==> config.mk <==
export PLATFORM = sky130hd
export DESIGN_NAME = data_mem_arbiter
export DESIGN_NICKNAME = d
export VERILOG_FILES = /design/src/rtl/data_mem_arb_pkg.sv /design/src/rtl/rr_arbiter2.sv /design/src/rtl/data_mem_arbiter.sv
export SDC_FILE = /design/constraint.sdc
export NUM_CORES = 1
export LEC_CHECK = 0
export BUFFER_PORTS_ARGS = -buffer_cell sky130_fd_sc_hd__buf_2
export CELL_PAD_IN_SITES_DETAIL_PLACEMENT = 1
export CELL_PAD_IN_SITES_GLOBAL_PLACEMENT = 1
export CORE_AREA = 2 2 226 228
export DETAILED_ROUTE_END_ITERATION = 8
export DIE_AREA = 0 0 228 230
export PLACE_DENSITY_LB_ADDON = 0.1
export RECOVER_POWER = 100
export SLEW_MARGIN = 20
export SYNTH_ARGS = -nofsm -noshare
export SYNTH_HDL_FRONTEND = slang
export SYNTH_HIERARCHICAL = 1
export SYNTH_SLANG_ARGS = --single-unit
export TNS_END_PERCENT = 100
==> constraint.sdc <==
create_clock -name clk -period 14.45 [get_ports clk]
set_input_delay 1.445 -clock clk [delete_from_list [all_inputs] [get_ports clk]]
set_output_delay 1.445 -clock clk [all_outputs]
set_load 0.01 [all_outputs]
==> src/rtl/data_mem_arb_pkg.sv <==
// Shared definitions for the two-port data memory arbiter:
// controller state encoding and default memory geometry.
package data_mem_arb_pkg;

  localparam int MEM_BYTES_DEF  = 512;
  localparam int WORD_BYTES_DEF = 8;

  typedef enum logic [1:0] {
    IDLE   = 2'd0,
    ACCESS = 2'd1,
    RESP   = 2'd2
  } arb_state_t;

endpackage

==> src/rtl/rr_arbiter2.sv <==
// Two-way round-robin selector: a lone request wins outright; on a tie the
// port that was not granted most recently wins. Port 0 is favoured after reset.
module rr_arbiter2 (
  input  logic       clk,
  input  logic       reset,
  input  logic [1:0] req,
  input  logic       accept,
  output logic       grant_idx,
  output logic       any_req
);

  logic prefer1_q;

  always_comb begin
    any_req   = |req;
    grant_idx = 1'b0;
    if (req == 2'b10) begin
      grant_idx = 1'b1;
    end else if (req == 2'b11) begin
      grant_idx = prefer1_q;
    end
  end

  // Every accepted grant hands priority to the other port.
  always_ff @(posedge clk or posedge reset) begin
    if (reset) begin
      prefer1_q <= 1'b0;
    end else if (accept && any_req) begin
      prefer1_q <= ~grant_idx;
    end
  end

endmodule

==> src/rtl/data_mem_arbiter.sv <==
// Arbitrates a load/store port and a loader/debug port onto one data memory
// with a fixed IDLE -> ACCESS -> RESP sequence per transaction.
module data_mem_arbiter
  import data_mem_arb_pkg::*;
#(
  parameter int MEM_BYTES  = MEM_BYTES_DEF,
  parameter int WORD_BYTES = WORD_BYTES_DEF
) (
  input  logic        clk,
  input  logic        reset,
  input  logic        req0,
  input  logic        req1,
  input  logic        we0,
  input  logic        we1,
  input  logic [63:0] addr0,
  input  logic [63:0] addr1,
  input  logic [63:0] wdata0,
  input  logic [63:0] wdata1,
  output logic        gnt0,
  output logic        gnt1,
  output logic        done0,
  output logic        done1,
  output logic [63:0] rdata0,
  output logic [63:0] rdata1,
  output logic        err0,
  output logic        err1,
  output logic [63:0] mem_addr,
  output logic [63:0] mem_wdata,
  output logic        mem_read,
  output logic        mem_write,
  input  logic [63:0] mem_rdata
);

  arb_state_t  state_q, state_d;
  logic        sel_q, we_q, err_q;
  logic [63:0] addr_q, wdata_q;

  logic        win_idx, any_req, accept;
  logic        win_we, win_err;
  logic [63:0] win_addr, win_wdata;

  assign accept = (state_q == IDLE);

  rr_arbiter2 u_rr (
    .clk       (clk),
    .reset     (reset),
    .req       ({req1, req0}),
    .accept    (accept),
    .grant_idx (win_idx),
    .any_req   (any_req)
  );

  // The bound check uses a 65-bit sum so addresses near 2^64 cannot wrap
  // back into range.
  always_comb begin
    win_we    = win_idx ? we1 : we0;
    win_addr  = win_idx ? addr1 : addr0;
    win_wdata = win_idx ? wdata1 : wdata0;
    win_err   = (({1'b0, win_addr} + 65'(WORD_BYTES)) > 65'(MEM_BYTES)) ||
                ((win_addr % 64'(WORD_BYTES)) != 64'd0);
  end

  always_comb begin
    state_d = state_q;
    case (state_q)
      IDLE:    if (any_req) state_d = ACCESS;
      ACCESS:  state_d = RESP;
      RESP:    state_d = IDLE;
      default: state_d = IDLE;
    endcase
  end

  // All handshake and memory outputs decode from registered state only,
  // so an asynchronous reset clears them at once.
  always_comb begin
    gnt0      = 1'b0;
    gnt1      = 1'b0;
    done0     = 1'b0;
    done1     = 1'b0;
    err0      = 1'b0;
    err1      = 1'b0;
    mem_addr  = 64'd0;
    mem_wdata = 64'd0;
    mem_read  = 1'b0;
    mem_write = 1'b0;
    if (state_q == ACCESS) begin
      gnt0      = ~sel_q;
      gnt1      = sel_q;
      mem_addr  = addr_q;
      mem_wdata = wdata_q;
      mem_read  = ~err_q & ~we_q;
      mem_write = ~err_q & we_q;
    end
    if (state_q == RESP) begin
      done0 = ~sel_q;
      done1 = sel_q;
      err0  = ~sel_q & err_q;
      err1  = sel_q & err_q;
    end
  end

  always_ff @(posedge clk or posedge reset) begin
    if (reset) begin
      state_q <= IDLE;
      sel_q   <= 1'b0;
      we_q    <= 1'b0;
      err_q   <= 1'b0;
      addr_q  <= 64'd0;
      wdata_q <= 64'd0;
      rdata0  <= 64'd0;
      rdata1  <= 64'd0;
    end else begin
      state_q <= state_d;
      if (state_q == IDLE && any_req) begin
        sel_q   <= win_idx;
        we_q    <= win_we;
        err_q   <= win_err;
        addr_q  <= win_addr;
        wdata_q <= win_wdata;
      end
      // Faulted accesses report zero data whether they were reads or writes.
      if (state_q == ACCESS && (err_q || !we_q)) begin
        if (sel_q) begin
          rdata1 <= err_q ? 64'd0 : mem_rdata;
        end else begin
          rdata0 <= err_q ? 64'd0 : mem_rdata;
        end
      end
    end
  end

endmodule

; Word level (Yosys, flattened, before mapping)
; Cells that the tools add are included.
[totals]
reg_bits = 262
latchBits = 0
ramBits = 0
romBits = 0
input_bits = 326
output_inout_bits = 264
wordCells = 52
mem_count = 0
[op_classes]
n_addsub = 1
mul = 0
n_div = 0
magnitude_cmp = 1
n_eq_ne = 5
shifts = 0
n_mux = 18
bitwise = 8
n_reduce_logical = 10
[ops]
columns = operator, n
row1 = $mux W64, 5
row2 = $add A64 B4 Y65 const B, 1
row3 = $gt A65 B10 Y1 const B, 1
row4 = $reduce_bool A64 Y1, 1
row5 = $mux W1, 11
row6 = $eq A2 B2 Y1 const B, 3
row7 = $and A1 B1 Y1, 4
row8 = $not A1 Y1, 4
row9 = $pmux W2 S2, 1
row10 = $reduce_and A2 Y1, 2
row11 = $eq A2 B1 Y1 const B, 1
row12 = $logic_and A1 B1 Y1, 2
row13 = $logic_not A2 Y1, 1
row14 = $logic_or A1 B1 Y1, 2
row15 = $mux W2, 1
row16 = $ne A2 B2 Y1 const B, 1
row17 = $reduce_or A2 Y1, 1
row18 = $logic_not A1 Y1, 1

; Logic depth before layout (Yosys ltp)
; Gate-level depths: netlist of run 1.
[logic_depth]
depth_word = 7
ltp_mapped = 20
mapped_depth_nobuf = 14

; Hierarchy
; The synthesis of run 1 kept the hierarchy.
[by_module_without_submodules]
columns = module, instances, cells_per_inst, area_per_inst_um2, seq_area_each_um2
row1 = data_mem_arbiter, 1, 1543, 13978.4, 6531.3
row2 = rr_arbiter2, 1, 7, 57.6, 25.0

; Least setup slack after synthesis of run 1
; OpenSTA, ideal clock, no wires.
[synth_timing]
path_kind = in2reg
startpoint = input port req1
endpoint = register err_q
setup_time_ns = 0.133
arrival_time_ns = 5.772
required_time_ns = 14.317
slack_ns = 8.545
stages = 18
path_buffers = 7
cell_sequence = a21boi_1 > buf_4 > buf_6 > buf_6 > buf_2 > buf_2 > buf_2 > buf_1 > mux2_2 > ha_1 > inv_1 > a211oi_2 > nand4_2 > nor3b_1 > nand2_1 > or4_1 > a2111oi_2 > a31oi_1
[synth_between]
elab_chain_len = 7
elab_cells_between_ends = 11
[synth_rtl]
columns = element, line_no
row1 = "start, declared", data_mem_arbiter.sv:12  ; input logic req1,
row2 = $eq A2 B2 Y1, rr_arbiter2.sv:19  ; end else if (req == 2'b11) begin
row3 = $mux W1, rr_arbiter2.sv:19
row4 = $mux W1 (*), rr_arbiter2.sv:17  ; if (req == 2'b10) begin
row5 = $mux W64 (*), data_mem_arbiter.sv:57  ; win_addr = win_idx ? addr1 : addr0;
row6 = named net win_addr[4], data_mem_arbiter.sv:40  ; logic [63:0] win_addr, win_wdata;
row7 = $add A64 B4 Y65 (*), data_mem_arbiter.sv:59  ; win_err = (({1'b0, win_addr} + 65'(WORD_BYTES)) > 65'(MEM_BYTES)) ||
row8 = $gt A65 B10 Y1 (*), data_mem_arbiter.sv:59
row9 = $logic_or A1 B1 Y1 (*), data_mem_arbiter.sv:59
row10 = "end signal, assigned", data_mem_arbiter.sv:117  ; err_q <= win_err;
row11 = "end, declared", data_mem_arbiter.sv:35  ; logic sel_q, we_q, err_q;
; The timed path passes the listed nets; every way through them passes the cells marked *.
; A chain may end at the register's enable or synchronous reset.

; Worst setup path after layout of run 1
[layout_timing]
startpoint = input port req1
endpoint = register err_q
[layout_between]
elab_chain_len = 7
elab_cells_between_ends = 11
[layout_rtl]
columns = element, line_no
row1 = $eq A2 B2 Y1, rr_arbiter2.sv:19
row2 = $mux W1, rr_arbiter2.sv:19
row3 = $mux W1 (*), rr_arbiter2.sv:17
row4 = named net win_idx, data_mem_arbiter.sv:38  ; logic win_idx, any_req, accept;
row5 = $mux W64 (*), data_mem_arbiter.sv:57
row6 = $add A64 B4 Y65, data_mem_arbiter.sv:59
row7 = $gt A65 B10 Y1, data_mem_arbiter.sv:59
row8 = $logic_or A1 B1 Y1 (*), data_mem_arbiter.sv:59
; Marked as above.

==> summary.txt, run 1 <==
Status
  – Run status: finished with violations
  – Failing checks: max-capacitance violations, max-slew violations

Placed design
  – DP Wirelength: 45100 um
  – GP Congestion: 0.850
  – DP Worst Slack: 8.26 ns
  – DP Area: 17500 sq um
  – PortBufs: 589

Synthesis
  – Top post-synthesis cells by area: dfrtp_1 47%, mux2i_1 8.8%, and2_1 6.0%
  – Post-synthesis sequential area ratio: 0.467
  – Synth async-reset ratio: 1.00
  – Mapped Area: 14000 sq um
  – Synth area leader: dfrtp_1
  – Post-Synthesis Cells: 1550
  – EDFF count, synth: 0
  – Syn Area/Cell: 9.06 sq um
  – Unique cell type count in the Yosys netlist: 70
  – Synth Register Bits: 262
  – Post-synth top area share: 0.467
  – Post-synth top flop: dfrtp_1
  – Yosys warnings: 6
  – Synth Net Count: 1877

Pwr
  – Tot Pwr: 3.20 mW
  – Power Density: 173 nW/um^2
  – VDD IR max: 0.0909 mV
  – Leak: 8.20 nW

Detailed routing
  – DRC viols: 0
  – Routed WL per cell: 21.0 um
  – Detailed Routing Iterations Pass 1: 4
  – Vias per inst: 4.81
  – Initial DRC Count: 573
  – Post-route ant nets: 0
  – WL final: 58600 um
  – Vias: 13424

Finish
  – Most frequent cells in the layout: 406 x buf_2, 261 x dfrtp_1, 197 x clkbuf_1
  – Layout cells sized above 1: 0.235
  – P&R area growth vs syn: 31.7%
  – Final net count: 2414
  – Post-route design area: 18500 sq um
  – Most common cell after layout, fill and taps aside: buf_2
  – Final Core Density: 0.371

Setup path
  – WP data arrival: 9.45 ns
  – Crit start category: input pin
  – Crit-path slowest cell: a21boi_0
  – Crit Path Category: in -> reg
  – Worst Path Max Fanout: 43
  – Cell Chain, Critical Path: buf_2 > a21boi_0 > clkbuf_1 > mux2i_1 > nor2_1 > nand4_1 > nor3_1 > o21ai_0 > or4_1 > a2111oi_0 > a31oi_1
  – Worst EP required: 14.87 ns
  – Worst setup EP type: flip-flop
  – Slowest stage delay, CP: 2.74 ns

Clock network
  – H-tree Lvls: 2
  – TritonCTS buffer count: 34
  – CTS sink cnt: 262
  – Post-CTS setup buffer count: 0
  – Clock Path Buffers: 3
  – CTS tree: done
  – Skew-Pair Late Insertion Delay: 0.55 ns
  – Number of hold buffers added after CTS: 0
  – Clock Pin Slew Worst Setup and Hold Paths: 0.07 ns
  – CTS root buf: clkbuf_16
  – Post_cts resized: 0

STA
  – Slew headroom: -2.02
  – Setup TNS: 0 ns
  – Tcrit/Tclk final: 0.625
  – Final worst path period need: 9.03 ns
  – FMAX: 0.111 GHz
  – RSZ-0062 raised after global routing: false
  – Clock skew: 0.0194 ns
  – Worst-margin pin slew: 4.52 ns
  – Slew Viols, Final: 898
  – Setup WS post-layout: 5.42 ns
  – Finish-stage setup viols: 0
  – Hold Fails Final Rpt: 0

Global route
  – Initial antenna violation count: 16
  – Largest net degree at the start of global routing: 114
  – Vias in the first global route: 13951
  – GRT Util Overall: 0.218
  – First-pass GRT wire length: 88000 um
  – Congestion Overflow GR: 0

Run
  – Max-cap violations: 13

Floorplanning
  – Die area: 52400 sq um
  – Placeable Area: 49900 sq um
  – I/O Pins: 590
  – Die X: 228 um
  – Die span in y: 230 um
  – Starting density of the core: 0.281
  – Core Rows: 82

Worst hold path
  – Hold Path Class: reg -> reg
[worst max-delay path: cells and delay by family]
kind                   cells  cell delay (ns)
multiplexers               1             0.79
buffers and inverters      2             2.38
AND/OR/NAND/NOR            4             1.47
AO/OA/AOI/OAI              4             3.31
[path summary, 6_finish.rpt]
kind,start,end,slack (ns),depth (start not counted)
hold / removal,rdata0[36]$_DFFE_PP0P_,rdata0[36]$_DFFE_PP0P_,0.48,2
max in group asynchronous,reset,rdata0[38]$_DFFE_PP0P_,7.41,4
setup / recovery,req1,err_q$_DFFE_PP0P_,5.42,11
hold reg to reg,rdata0[36]$_DFFE_PP0P_,rdata0[36]$_DFFE_PP0P_,0.48,2
min in group asynchronous,reset,u_rr/prefer1_q$_DFFE_PP0P_,0.74,2
setup reg to reg,u_rr/prefer1_q$_DFFE_PP0P_,err_q$_DFFE_PP0P_,6.05,11
[power by group]
group	switching, mW	total [mW]	internal [mW]	leakage, nW
Sequential	0.0988	1.04	0.939	3.27
Combinational	0.788	1.22	0.433	4.31
Clock	0.350	0.941	0.591	0.615
[registers in the layout (all words and copies together) (netlist names), 2 cells and up]
register	count
rdata0	64
wdata_q	64
addr_q	64
rdata1	64
state_q	2
[cell type report]
cell class,count,area [sq um]
repair buffers,605,2800
clock inverters,12,206
clock buffers,49,1040
well taps,672,841
fillers,6016,31400
inverters,10,40.0
diodes,8,20.0
flip-flops and latches,262,6560
multi-input cells,1174,6990
[metrics by stage]
stage	hold WS, ns	std cells
global placement	0.457	2723
CTS	0.479	2784
detailed placement	0.465	2723
global route	0.501	2791
finish	0.476	2792
floorplan	0.450	1550
[kinds of logic (layout without fill, tap and decap cells)]
kind of cell	count (synthesis)	count (layout)	share of synthesized area
simple gates	650	650	0.239
compound gates	364	364	0.145
flops	262	262	0.467
mux	140	140	0.101
buf+inv	114	676	0.0348
xor+xnor	19	19	0.0119
fa+ha+maj	1	1	0.000891
other cells	0	8	0
[per-layer routing]
layer | GRT usage | vias to the layer above | part of all wire
met5 | 0 | - | 0.0019
met4 | 0.0682 | 16 | 0.023
met3 | 0.0503 | 81 | 0.053
met2 | 0.386 | 350 | 0.50
met1 | 0.263 | 6503 | 0.42
li1 | - | 6474 | -
[cells in the mapped netlist, types with 5 or more instances]
library cell and number:
nor3b_1 5, o21ai_0 149, mux2_2 16, nor2_1 144, nand4b_1 10, buf_2 15, nor2b_1 5, clkbuf_1 78
nand3_1 31, and2_1 134, nand2_1 171, xor2_1 9, buf_4 5, nor3_1 12, a222oi_1 5, a21oi_1 146
dfrtp_1 262, nand2b_1 69, xnor2_1 10, nand4_1 18, inv_1 10, mux2i_1 123, nor4_1 8, a22oi_1 8
and3_1 7, a31oi_1 14, nand3b_1 16
Note: power is estimated with default switching activity, not from simulation.
==> inputs of run 2 (changes only) <==
--- a/config.mk
+++ b/config.mk
@@ -8,9 +8,9 @@
 export BUFFER_PORTS_ARGS = -buffer_cell sky130_fd_sc_hd__buf_2
 export CELL_PAD_IN_SITES_DETAIL_PLACEMENT = 1
 export CELL_PAD_IN_SITES_GLOBAL_PLACEMENT = 1
-export CORE_AREA = 2 2 226 228
+export CORE_AREA = 2 2 232 234
 export DETAILED_ROUTE_END_ITERATION = 8
-export DIE_AREA = 0 0 228 230
+export DIE_AREA = 0 0 234 236
 export PLACE_DENSITY_LB_ADDON = 0.1
 export RECOVER_POWER = 100
 export SLEW_MARGIN = 20
==> constraint.sdc (replaced) <==
create_clock -name clk -period 7.5 [get_ports clk]
set_input_delay 0.75 -clock clk [delete_from_list [all_inputs] [get_ports clk]]
set_output_delay 0.75 -clock clk [all_outputs]
set_load 0.01 [all_outputs]
==> run 2 against run 1 <==
Net effect:
- hold slack worse by 0.43 ns
- sequential share of layout area hardly changed
- critical endpoint is now sel_q$_DFFE_PP0P_
- via count is 0.46% higher
- the run still ends with max-capacitance violations, max-slew violations left
- largest cell class unchanged
- die area is 5.3% higher
- largest power group unchanged
- critical path depth is 6 lower
==> summary.txt, run 2 (synthesized netlist as in run 1, its figures left out) <==
Status
  – Run status: finished with violations (unchanged)
  – Failing checks: max-capacitance violations, max-slew violations (unchanged)

Pwr
  – Net Sw Frac: 0.392 (was 0.386)
  – Clock power share: 0.292 (was 0.294)
  – Net Switching: 2.38 mW (was 1.24 mW)
  – Internal: 3.70 mW (was 1.96 mW)
  – Comb pwr share: 0.378 (was 0.382)
  – Leak: 8.10 nW (was 8.20 nW)
  – Power Density: 329 nW/um^2 (was 173 nW/um^2)
  – Register share of total power: 0.329 (was 0.324)
  – Tot Pwr: 6.08 mW (was 3.20 mW)
  – VDD IR max: 0.164 mV (was 0.0909 mV)

STA
  – Finish-stage setup viols: 0 (unchanged)
  – Min Hold Slack: 0.0444 ns (was 0.476 ns)
  – Hold Fails Final Rpt: 0 (unchanged)
  – Worst-margin pin slew: 3.59 ns (was 4.52 ns)
  – Slew Viols, Final: 450 (was 898)
  – RSZ-0062 raised after global routing: false (unchanged)
  – FMAX: 0.181 GHz
  – Final worst path period need: 5.53 ns
  – Setup TNS: 0 ns (unchanged)
  – Tcrit/Tclk final: 0.737
  – Clock skew: 0.0291 ns (was 0.0194 ns)
  – Slew headroom: -1.39 (was -2.02)

Floorplanning
  – I/O Pins: 590 (unchanged)
  – Placeable Area: 53100 sq um (was 49900 sq um)
  – Die X: 234 um (was 228 um)
  – Starting density of the core: 0.264 (was 0.281)
  – Core Rows: 85 (was 82)
  – Die area: 55200 sq um (was 52400 sq um)
  – Die span in y: 236 um (was 230 um)

Global route
  – First-pass GRT wire length: 87000 um (was 88000 um)
  – GRT Util Overall: 0.206 (was 0.218)
  – Initial antenna violation count: 9 (was 16)
  – Largest net degree at the start of global routing: 151 (was 114)
  – Congestion Overflow GR: 0 (unchanged)
  – Vias in the first global route: 14011 (was 13951)

Clock network
  – Skew-Pair Late Insertion Delay: 0.54 ns (was 0.55 ns)
  – CTS root buf: clkbuf_16 (unchanged)
  – Clock Path Buffers: 3 (unchanged)
  – CTS tree: done (unchanged)
  – Clock Pin Slew Worst Setup and Hold Paths: 0.06 ns (was 0.07 ns)
  – TritonCTS buffer count: 35 (was 34)
  – Post_cts resized: 0 (unchanged)
  – CTS sink cnt: 262 (unchanged)
  – Post-CTS setup buffer count: 0 (unchanged)
  – Number of hold buffers added after CTS: 0 (unchanged)
  – H-tree Lvls: 2 (unchanged)

Detailed routing
  – Post-route ant nets: 0 (unchanged)
  – Vias: 13486 (was 13424)
  – Top sig layer: met5 (unchanged)
  – Metal-1 WL: 24500 um (was 24600 um)
  – Detailed Routing Iterations Pass 1: 5 (was 4)
  – Routed WL per cell: 20.9 um (was 21.0 um)
  – Vias per inst: 4.79 (was 4.81)
  – Met3 wire len: 3440 um (was 3080 um)
  – WL final: 58700 um (was 58600 um)
  – Detail Route met2 WL: 29400 um (about the same)
  – DRC viols: 0 (unchanged)
  – Initial DRC Count: 620 (was 573)

Placed design
  – DP Area: 17600 sq um (was 17500 sq um)
  – DP Wirelength: 44700 um (was 45100 um)
  – GP Congestion: 0.883 (was 0.850)
  – PortBufs: 589 (unchanged)

Finish
  – FILL cells: 6411 (was 6016)
  – P&R area growth vs syn: 31.6% (was 31.7%)
  – Final net count: 2413 (was 2414)
  – Layout cells sized above 1: 0.223 (was 0.235)
  – Most common cell after layout, fill and taps aside: buf_2 (unchanged)
  – Most frequent cells in the layout: 369 x buf_2, 261 x dfrtp_1, 227 x clkbuf_1 (was 406 x buf_2, 261 x dfrtp_1, 197 x clkbuf_1)
  – Post-route design area: 18500 sq um (about the same)

Setup path
  – Worst Path Max Fanout: 111 (was 43)
  – Worst R2R Start: state_q[0]$_DFFE_PP0P_ (was u_rr/prefer1_q$_DFFE_PP0P_)
  – Reg2Reg Depth: 5 (was 11)
  – Crit Path Category: reg -> reg (was in -> reg)
  – Worst setup EP type: flip-flop (unchanged)
  – Worst EP required: 7.89 ns (was 14.87 ns)
  – Crit start category: flip-flop (was input pin)
  – FF-to-FF End: sel_q$_DFFE_PP0P_ (was err_q$_DFFE_PP0P_)
  – WP data arrival: 5.92 ns (was 9.45 ns)
  – R2r setup slk: 1.97 ns (was 6.05 ns)

Run
  – Max-cap violations: 6 (was 13)

Worst hold path
  – Hold Path Class: in -> async (was reg -> reg)
-- run 2: power by group through the flow --
stage	Sequential [mW]	Combinational (mW)	Clock, mW
after floorplan	1.97	1.49	0
after global placement	2.01	2.40	0
after detailed placement	2.03	2.43	0
after CTS	2.01	2.44	1.84
after global routing	2.06	2.57	1.90
final	2.00	2.30	1.78
-- run 2: layout make-up --
| type | count | area, sq um | area share |
|---|---|---|---|
| clock inverters | 10 | 148 | 0.00799 |
| clock buffers | 52 | 1080 | 0.0585 |
| diodes | 7 | 17.5 | 0.000948 |
| multi-input cells | 1174 | 6990 | 0.378 |
| repair buffers | 603 | 2780 | 0.150 |
| flip-flops and latches | 262 | 6560 | 0.355 |
| inverters | 10 | 40.0 | 0.00217 |
| well taps | 696 | 871 | 0.0471 |
-- run 2: worst max-delay path: stages (launching register included) --
cell	delay, ns
dfrtp_1	0.39
nor2_1	0.38
and2_0	2.40
buf_4	1.02
buf_6	0.68
mux2_2	0.42
-- run 2: how the worst max path moves through the flow --
stage,from,endpoint,slack (ns),cells past startpoint
final,state_q[0]$_DFFE_PP0P_,sel_q$_DFFE_PP0P_,1.97,5
after global routing,state_q[0]$_DFFE_PP0P_,sel_q$_DFFE_PP0P_,1.37,5
after CTS,u_rr/prefer1_q$_DFFE_PP0P_,err_q$_DFFE_PP0P_,2.95,12
after detailed placement,req0,err_q$_DFFE_PP0P_,2.52,12
after global placement,req0,err_q$_DFFE_PP0P_,2.60,11
after floorplan,req1,err_q$_DFFE_PP0P_,2.29,18
-- run 2: layer usage --
| metal | GRT usage | up-vias |
|---|---|---|
| li1 | - | 6468 |
| met1 | 0.250 | 6562 |
| met2 | 0.365 | 376 |
| met3 | 0.0441 | 76 |
| met4 | 0.0587 | 4 |
| met5 | 0 | - |
-- run 2: per-stage QoR --
| step | setup WS, ns | utilization | instances |
|---|---|---|---|
| finish | 1.97 | 0.348 | 2814 |
| global route | 1.37 | 0.348 | 2812 |
| global placement | 2.60 | 0.331 | 2744 |
| floorplan | 2.29 | - | 1550 |
| detailed placement | 2.52 | 0.331 | 2744 |
| CTS | 2.95 | 0.354 | 2806 |
